$ cat src/rtl/uart_rx_if.sv
// Purpose : bundles the serial-side inputs and received-word outputs of the UART receiver.
// Latency : none (wiring only).
// Backpressure: none; data_valid/framing_error are one-clk strobes the consumer must catch.
// Ports   : sample_tick, rx       -> into the receiver (slave modport inputs)
//           data_out, data_valid, framing_error, busy -> out of the receiver
interface uart_rx_if #(
    parameter int DATA_BITS = 8
);
    logic                 sample_tick;
    logic                 rx;
    logic [DATA_BITS-1:0] data_out;
    logic                 data_valid;
    logic                 framing_error;
    logic                 busy;

    // master: the environment (baud generator, line, word consumer)
    modport master (
        output sample_tick,
        output rx,
        input  data_out,
        input  data_valid,
        input  framing_error,
        input  busy
    );

    // slave: the receiver itself
    modport slave (
        input  sample_tick,
        input  rx,
        output data_out,
        output data_valid,
        output framing_error,
        output busy
    );
endinterface

$ cat src/rtl/uart_rx.sv
// Purpose : 16x-oversampled UART receiver (DATA_BITS data, no parity, 1 stop, LSB first).
// Latency : data_valid on the tick at mid stop bit, ~(DATA_BITS+1.5)*OVERSAMPLE ticks + 2 clk after start edge.
// Backpressure: none; each word is presented with a single-clk strobe and held until the next good frame.
// Ports   : clk, reset (async, active-high); bus.slave carries sample_tick, rx in and
//           data_out, data_valid, framing_error, busy out.
module uart_rx #(
    parameter int DATA_BITS  = 8,
    parameter int OVERSAMPLE = 16
) (
    input  logic       clk,
    input  logic       reset,
    uart_rx_if.slave   bus
);
    localparam int TW = $clog2(OVERSAMPLE);
    localparam int BW = $clog2(DATA_BITS);

    localparam logic [TW-1:0] TICK_MID  = TW'(OVERSAMPLE / 2 - 1);
    localparam logic [TW-1:0] TICK_LAST = TW'(OVERSAMPLE - 1);
    localparam logic [BW-1:0] BIT_LAST  = BW'(DATA_BITS - 1);

    typedef enum logic [1:0] {
        IDLE  = 2'd0,
        START = 2'd1,
        DATA  = 2'd2,
        STOP  = 2'd3
    } state_t;

    state_t               state;
    logic [TW-1:0]        tick_cnt;
    logic [BW-1:0]        bit_cnt;
    logic [DATA_BITS-1:0] shift_reg;
    logic                 rx_meta;
    logic                 rx_sync;

    always_ff @(posedge clk or posedge reset) begin
        if (reset) begin
            // Sync flops reset to the idle line level so reset release never looks like a start bit.
            rx_meta           <= 1'b1;
            rx_sync           <= 1'b1;
            state             <= IDLE;
            tick_cnt          <= '0;
            bit_cnt           <= '0;
            shift_reg         <= '0;
            bus.data_out      <= '0;
            bus.data_valid    <= 1'b0;
            bus.framing_error <= 1'b0;
            bus.busy          <= 1'b0;
        end else begin
            rx_meta           <= bus.rx;
            rx_sync           <= rx_meta;
            // Strobes clear on every clk, independent of sample_tick.
            bus.data_valid    <= 1'b0;
            bus.framing_error <= 1'b0;

            if (bus.sample_tick) begin
                case (state)
                    IDLE: begin
                        if (!rx_sync) begin
                            state    <= START;
                            tick_cnt <= '0;
                            bus.busy <= 1'b1;
                        end
                    end

                    START: begin
                        if (tick_cnt == TICK_MID) begin
                            if (!rx_sync) begin
                                state    <= DATA;
                                tick_cnt <= '0;
                                bit_cnt  <= '0;
                            end else begin
                                // Line went back high before mid start bit: treat as a glitch.
                                state    <= IDLE;
                                tick_cnt <= '0;
                                bus.busy <= 1'b0;
                            end
                        end else begin
                            tick_cnt <= tick_cnt + 1'b1;
                        end
                    end

                    DATA: begin
                        if (tick_cnt == TICK_LAST) begin
                            // Counting a full bit from mid start lands on the middle of each data bit.
                            shift_reg <= {rx_sync, shift_reg[DATA_BITS-1:1]};
                            tick_cnt  <= '0;
                            if (bit_cnt == BIT_LAST) begin
                                state <= STOP;
                            end else begin
                                bit_cnt <= bit_cnt + 1'b1;
                            end
                        end else begin
                            tick_cnt <= tick_cnt + 1'b1;
                        end
                    end

                    STOP: begin
                        if (tick_cnt == TICK_LAST) begin
                            // Leave at mid stop bit so the next start edge is never missed.
                            state    <= IDLE;
                            tick_cnt <= '0;
                            bus.busy <= 1'b0;
                            if (rx_sync) begin
                                bus.data_out   <= shift_reg;
                                bus.data_valid <= 1'b1;
                            end else begin
                                bus.framing_error <= 1'b1;
                            end
                        end else begin
                            tick_cnt <= tick_cnt + 1'b1;
                        end
                    end

                    default: begin
                        state    <= IDLE;
                        tick_cnt <= '0;
                        bus.busy <= 1'b0;
                    end
                endcase
            end
        end
    end
endmodule

$ cat src/flat_wrapper.sv
// flat-port wrapper written by rule: the top's interface ports become plain ports
module uart_rx_flat 
#(
    parameter int DATA_BITS  = 8,
    parameter int OVERSAMPLE = 16
)
  (clk, reset, bus_sample_tick, bus_rx, bus_data_out, bus_data_valid, bus_framing_error, bus_busy);
  uart_rx_if #(.DATA_BITS(DATA_BITS)) bus_i ();
  input  logic clk;
  input  logic reset;
  input wire logic [$bits(bus_i.sample_tick)-1:0] bus_sample_tick;
  input wire logic [$bits(bus_i.rx)-1:0] bus_rx;
  output wire logic [$bits(bus_i.data_out)-1:0] bus_data_out;
  output wire logic [$bits(bus_i.data_valid)-1:0] bus_data_valid;
  output wire logic [$bits(bus_i.framing_error)-1:0] bus_framing_error;
  output wire logic [$bits(bus_i.busy)-1:0] bus_busy;
  assign bus_i.sample_tick = bus_sample_tick;
  assign bus_i.rx = bus_rx;
  assign bus_data_out = bus_i.data_out;
  assign bus_data_valid = bus_i.data_valid;
  assign bus_framing_error = bus_i.framing_error;
  assign bus_busy = bus_i.busy;
  uart_rx #(.DATA_BITS(DATA_BITS), .OVERSAMPLE(OVERSAMPLE)) u_core (.clk(clk), .reset(reset), .bus(bus_i));
endmodule
$ cat config.mk
export PLATFORM = sky130hd
export DESIGN_NAME = uart_rx_flat
export DESIGN_NICKNAME = d
export VERILOG_FILES = /design/src/rtl/uart_rx_if.sv /design/src/rtl/uart_rx.sv /design/src/flat_wrapper.sv
export SDC_FILE = /design/constraint.sdc
export NUM_CORES = 1
export LEC_CHECK = 0
export ABC_CLOCK_PERIOD_IN_PS = 1800
export CAP_MARGIN = 20
export CORE_MARGIN = 3
export CORE_UTILIZATION = 35
export DETAILED_ROUTE_END_ITERATION = 8
export PLACE_DENSITY_LB_ADDON = 0.2
export SYNTH_ARGS = -nofsm -noshare
export SYNTH_HDL_FRONTEND = slang
export SYNTH_SLANG_ARGS = --single-unit
$ cat constraint.sdc
create_clock -name clk -period 1.8 [get_ports clk]
set_input_delay 0.36 -clock clk [delete_from_list [all_inputs] [get_ports clk]]
set_output_delay 0.36 -clock clk [all_outputs]
set_load 0.01 [all_outputs]
==> results of run 1 <==
## layout by cell type (no fill, tap or decap), types with 3 or more instances in the layout
| cell type | netlist | layout |
|---|---|---|
| nor2b_1 | 3 | 3 |
| dfrtp_1 | 28 | 28 |
| clkdlybuf4s50_1 | 0 | 14 |
| nand2_1 | 5 | 5 |
| clkbuf_8 | 0 | 6 |
| buf_4 | 2 | 14 |
| inv_1 | 9 | 9 |
| nand4_1 | 3 | 3 |
| mux2_2 | 8 | 8 |
| o21ai_0 | 3 | 3 |
| o211ai_1 | 3 | 3 |
| nand3_1 | 3 | 3 |
| mux2_4 | 8 | 8 |
## cells by family (layout without fill, tap and decap cells)
| family | after synthesis | count (layout) | share of synthesized area |
|---|---|---|---|
| adders and majority gates | 3 | 3 | 0.02523 |
| AOI/OAI and AO/OA | 20 | 20 | 0.1051 |
| DFF | 30 | 30 | 0.5063 |
| xor gates and xnor gates | 1 | 1 | 0.005888 |
| buffers and inverters | 17 | 46 | 0.05466 |
| muxes | 18 | 18 | 0.1548 |
| and+or+nand+nor | 33 | 33 | 0.1480 |
## power by group
part	internal (mW)	switching [mW]	leakage [nW]	total, mW
Combinational	0.444	0.409	0.449	0.853
Sequential	0.798	0.139	0.377	0.937
Clock	0.307	0.272	0.0472	0.579
Total	1.55	0.820	0.873	2.37
## worst max-delay path, delay by kind of cell, from the launching register on
| family | cells | cell delay, ps |
|---|---|---|
| adder cells (fa/ha/maj) | 1 | 190 |
| flip-flops | 1 | 420 |
| AND/OR/NAND/NOR | 2 | 450 |
| buffers and inverters | 1 | 200 |
| multiplexers | 1 | 310 |
## routing by layer
metal,wire length [microns],vias to the layer above,global-route usage,part of all wire
met1,1394,495,0.1840,0.48
met2,1377,13,0.2010,0.47
met5,0,-,0,0
met4,34,0,0.03758,0.012
met3,116,6,0.05114,0.040
li1,-,502,-,-
## per-stage QoR
| stage | area, sq um | util | setup TNS [ps] | setup slack (ps) |
|---|---|---|---|---|
| 4_1_cts | 1863 | 0.4591 | 0 | 6.082 |
| 6_report | 1876 | 0.4622 | 0 | 103.6 |
| 2_1_floorplan | 1488 | - | 0 | 127.2 |
| 5_1_grt | 1876 | 0.4622 | 0 | 43.46 |
| 3_5_place_dp | 1768 | 0.4357 | -1685 | -143.9 |
| 3_3_place_gp | 1768 | 0.4357 | -1508 | -127.7 |
## layout make-up
type                    count  area (sq um)
clock buffers               6         82.58
clock inverters             2         12.51
fillers                   372          2182
inverters                   9         33.78
multi-input cells          75         665.6
flip-flops and latches     30         753.2
well taps                  50         62.56
repair buffers             29         265.3
## worst min path at each step
| stage | end | slack (ps) | cells after the start |
|---|---|---|---|
| 6_report | u_core.rx_sync$_DFF_PP1_ | 360 | 0 |
| 5_1_grt | u_core.rx_sync$_DFF_PP1_ | 370 | 0 |
| 4_1_cts | u_core.rx_sync$_DFF_PP1_ | 360 | 0 |
| 3_5_place_dp | u_core.rx_sync$_DFF_PP1_ | 350 | 0 |
| 3_3_place_gp | u_core.rx_sync$_DFF_PP1_ | 350 | 0 |
| 2_1_floorplan | u_core.rx_sync$_DFF_PP1_ | 350 | 0 |
==> flow_summary.toml, run 1 <==
[critical_path]
slowest_delay_ps = 420
ff2ff_path_depth = 5
worstPathArrival_ps = 1860
regToRegStartpoint = "u_core.tick_cnt[1]$_DFFE_PP0P_"
worstPathMaxFanout = 9
crit_slowest_cell = "dfrtp_1"
reg2reg_to = "u_core.bus.data_out[7]$_DFFE_PP0P_"
crit_required_ps = 1960
end_kind = "flop"
path_class = "reg2reg"
r2r_slack_ps = 100
worstSetupStartpointType = "flop"
crit_chain = "ha_4, nand4_1, or3_1, buf_4, mux2_4"
cp-startpoint = "u_core.tick_cnt[1]$_DFFE_PP0P_"
cp-endpoint = "u_core.bus.data_out[7]$_DFFE_PP0P_"

[clock_network]
clockBufferDepth = 2
cts_resized = 0
clkSinkCount = 30
clk_pin_slew_ps = 70
cts_setup_buffers = 0
hold_buffers = 0
insertion_delay_ps = 290
root_buffer = "clkbuf_8"
numCtsBuffers = 5
htree_levels = 2
cts_tree = "built"

[sta]
relSlewSlack = 0.7444
post-route-period-util = 0.9424
worstMarginPinSlew_ps = 383.4
rsz0062_at_grt = "no"
final_max_slew_viol_count = 0
hold_viol = 0
hold-worst-slack_ps = 357.6
clock_skew_ps = 7.357
setup_violations = 0
fin_crit_ps = 1696
timing.fmax_ghz = 0.5895

[grt]
track_usage = 0.1351
grt-ovfl-total = 0
grt_pass1_wl_mm = 5.347
grt_pass1_vias = 1085
grt_max_degree = 31
antenna_found_initial = 0

[pwr]
finalPower_mw = 2.368
irDropWorstVdd_mv = 0.5564
p_leak_nw = 0.8731
power.density_nw_per_um2 = 1263

[yosys]
async_reset_ff_frac = 1.000
ys_seq_elements = 30
yosys.area.top_type_share = 0.4710
synth_area_sq_um = 1488
synth-main-ff-cell = "dfrtp_1"
synth.avg_cell_area_sq_um = 12.19
yosysMostFrequentCell = "dfrtp_1"
yosys-top-cells-area = "dfrtp_1 47%, mux2_4 8.1%, mux2_2 6.1%"
yosysWarnings = 0
yosysSeqAreaShare = 0.5063
synthesis.nets = 129
ys_types = 43
syn_inst = 122
synth-edff-count = 0
yosys.area.top_type = "dfrtp_1"
synth_common_cells = "28 x dfrtp_1, 9 x inv_1, 8 x mux2_2, 8 x mux2_4, 5 x nand2_1"

[place]
place.gp.congestion = 0.7725
dp_hpwl_mm = 2.042
io_buffers = 14
dp.cells = 193

[layout]
instances_no_fill = 201
area_growth_pct = 26.07
diodes = 0
drive_gt1_frac = 0.2980
layout.nets = 157

[drt]
drt_pass1_iterations = 4
drt_iter0_drc = 62
vias = 1016
route.detailed.drc = 0
wirelength_mm = 2.922
wl_per_cell_microns = 14.54
postRouteAntennaNets = 0
avgViaCountPerCell = 5.055

[min_path]
hold_path_class = "reg2reg"
min_from = "u_core.rx_meta$_DFF_PP1_"

[run]
maxCapViolations = 0

[die]
die_area_sq_um = 5069
die_y_microns = 71.20
core_sq_um = 4058
die_w_microns = 71.20
initial_core_util = 0.3666
rows = 23
ioPinCount = 15

[outcome]
status = "finished clean"
(Power assumes the default switching activity.)
==> run 2: changes to the inputs <==
ABC_AREA = 1   (was unset)
CTS_CLUSTER_DIAMETER = 150   (was unset)
==> run 2 against run 1 <==
Critical endpoint is now bus_data_out[1]. Cell count up 10%. Combinational power down 44%. Worst setup slack better by 150 ps. Largest cell class unchanged. Critical path type is now reg2out. Die area down 4.4%.
==> flow_summary.toml, run 2 <==
[sta]
final_max_slew_viol_count = 0
setup_violations = 0
relSlewSlack = 0.7506
hold_viol = 0
timing.fmax_ghz = 0.6481
setup_ws_ps = 257.1
post-route-period-util = 0.8572
rsz0062_at_grt = "no"
tns_ps = 0
hold-worst-slack_ps = 353.9
fin_crit_ps = 1543
clock_skew_ps = 4.227
worstMarginPinSlew_ps = 374.1

[drt]
route.detailed.drc = 0
routed.top_layer = "met4"
drt_iter0_drc = 77
postRouteAntennaNets = 0
avgViaCountPerCell = 4.572
m1WireLength_mm = 1.197
drt_pass1_iterations = 4
wl_per_cell_microns = 11.00
vias = 1015
wirelength_mm = 2.443
routed-wl-met3_microns = 104
met2_length_mm = 1.118

[critical_path]
path_class = "reg2out"
worstPathMaxFanout = 2
cp-startpoint = "u_core.bus.data_out[1]$_DFFE_PP0P_"
crit_slowest_cell = "clkdlybuf4s50_1"
end_kind = "output pin"
slowest_delay_ps = 550
cp_top_family = "buffers and inverters"
regToRegStartpoint = "u_core.bit_cnt[0]$_DFFE_PP0P_"
r2r_slack_ps = 330
crit_required_ps = 1440
worstPathArrival_ps = 1180
cp.buffers_inverters = 1
worstSetupStartpointType = "flop"
crit_chain = "clkdlybuf4s50_1"

[pwr]
p_int_mw = 1.237
switching_share = 0.3419
seqPwrFrac = 0.455
p_leak_nw = 0.7941
finalPower_mw = 1.880
clkPwrFrac = 0.291
power_switching_uw = 642.7
pwr-share-comb = 0.253
irDropWorstVdd_mv = 0.7077
power.density_nw_per_um2 = 1110

[grt]
antenna_found_initial = 0
grt_pass1_vias = 958
grt-ovfl-total = 0
grt_pass1_wl_mm = 4.326
track_usage = 0.1128
grt_max_degree = 31

[min_path]
min_from = "u_core.rx_meta$_DFF_PP1_"
hold_path_class = "reg2reg"

[clock_network]
numCtsBuffers = 5
clkSinkCount = 30
root_buffer = "clkbuf_8"
htree_levels = 2
cts_tree = "built"
cts_resized = 0
clockBufferDepth = 2
hold_buffers = 0
clk_pin_slew_ps = 60
cts_setup_buffers = 0
insertion_delay_ps = 270

[die]
initial_core_util = 0.3756
ioPinCount = 15
die_w_microns = 69.62
core_sq_um = 3771
die_area_sq_um = 4846
die_y_microns = 69.62
rows = 22

[layout]
area_growth_pct = 19.52
fillers = 353
layout.nets = 180
final_cell_mix = "46 x nand2_1, 28 x dfrtp_1, 19 x inv_1"
final_cell_area_sq_um = 1693
ff_latch_area_sq_um = 753.2
diodes = 0
drive_gt1_frac = 0.1839
final_common_cell = "nand2_1"
multi_input_area_sq_um = 569.3

[place]
dp_slack_ps = 106.6
place.gp.congestion = 0.8536
io_buffers = 14
dp_hpwl_mm = 1.720
placed_area_sq_um = 1602

[yosys]
yosysSeqAreaShare = 0.5318
synth_area_sq_um = 1416
yosys.area.top_type_share = 0.4947
synth-edff-count = 0
synthesis.nets = 160
yosysWarnings = 0
yosysMostFrequentCell = "nand2_1"
ys_seq_elements = 30
async_reset_ff_frac = 1.000
synth_common_cells = "46 x nand2_1, 28 x dfrtp_1, 19 x inv_1"
yosys-top-cells-area = "dfrtp_1 49%, nand2_1 12%, o21ai_2 6.8%"
ys_types = 22
synth.avg_cell_area_sq_um = 9.257
syn_inst = 153
synth-main-ff-cell = "dfrtp_1"
yosys.area.top_type = "dfrtp_1"

[run]
maxCapViolations = 0

[outcome]
status = "finished clean"
run 2: final cells by class:
cell class                 instances  share of cell area
tap                               48             0.03548
clock inverter                     1            0.002956
clock buffer                       7             0.05100
inverter                          19             0.04213
multi-input combinational        102              0.3363
timing repair buffer              15             0.08721
sequential                        30              0.4449
run 2: path summary, 6_finish.rpt:
path,end,cells past startpoint
worst max-delay path,bus_data_out[1],1
worst min-delay path,u_core.rx_sync$_DFF_PP1_,0
worst max register to register,u_core.bit_cnt[2]$_DFFE_PP0P_,8
worst min register to register,u_core.rx_sync$_DFF_PP1_,0
max in group asynchronous,u_core.rx_meta$_DFF_PP1_,3
min in group asynchronous,u_core.bus.data_out[1]$_DFFE_PP0P_,3
run 2: per-layer routing:
metal / up-vias / global-route usage
met1: 465 / 0.1458
met4: 0 / 0.07021
met5: - / 0
li1: 527 / -
met2: 21 / 0.1653
met3: 2 / 0.03188
run 2: power groups by stage:
stage                     clock network [mW]  registers (mW)  logic, mW
after global routing                   0.600           0.868      0.557
after detailed placement                   0           0.867      0.474
final                                  0.548           0.856      0.476
after CTS                              0.564           0.856      0.481
after global placement                     0           0.862      0.451
after floorplan                            0           0.848      0.358
run 2: cells by family (layout without fill, tap and decap cells):
kind of cell	Yosys count	count (layout)	share of synthesized area
xor+xnor	1	1	0.006185
simple gates	72	72	0.2385
flops	30	30	0.5318
fa+ha+maj	3	3	0.02650
buf+inv	21	42	0.06625
compound gates	26	26	0.1307
run 2: through the flow:
step	utilization	instances
floorplan	-	153
global placement	0.4247	214
detailed placement	0.4247	214
CTS	0.4489	222
global route	0.4489	222
finish	0.4489	222
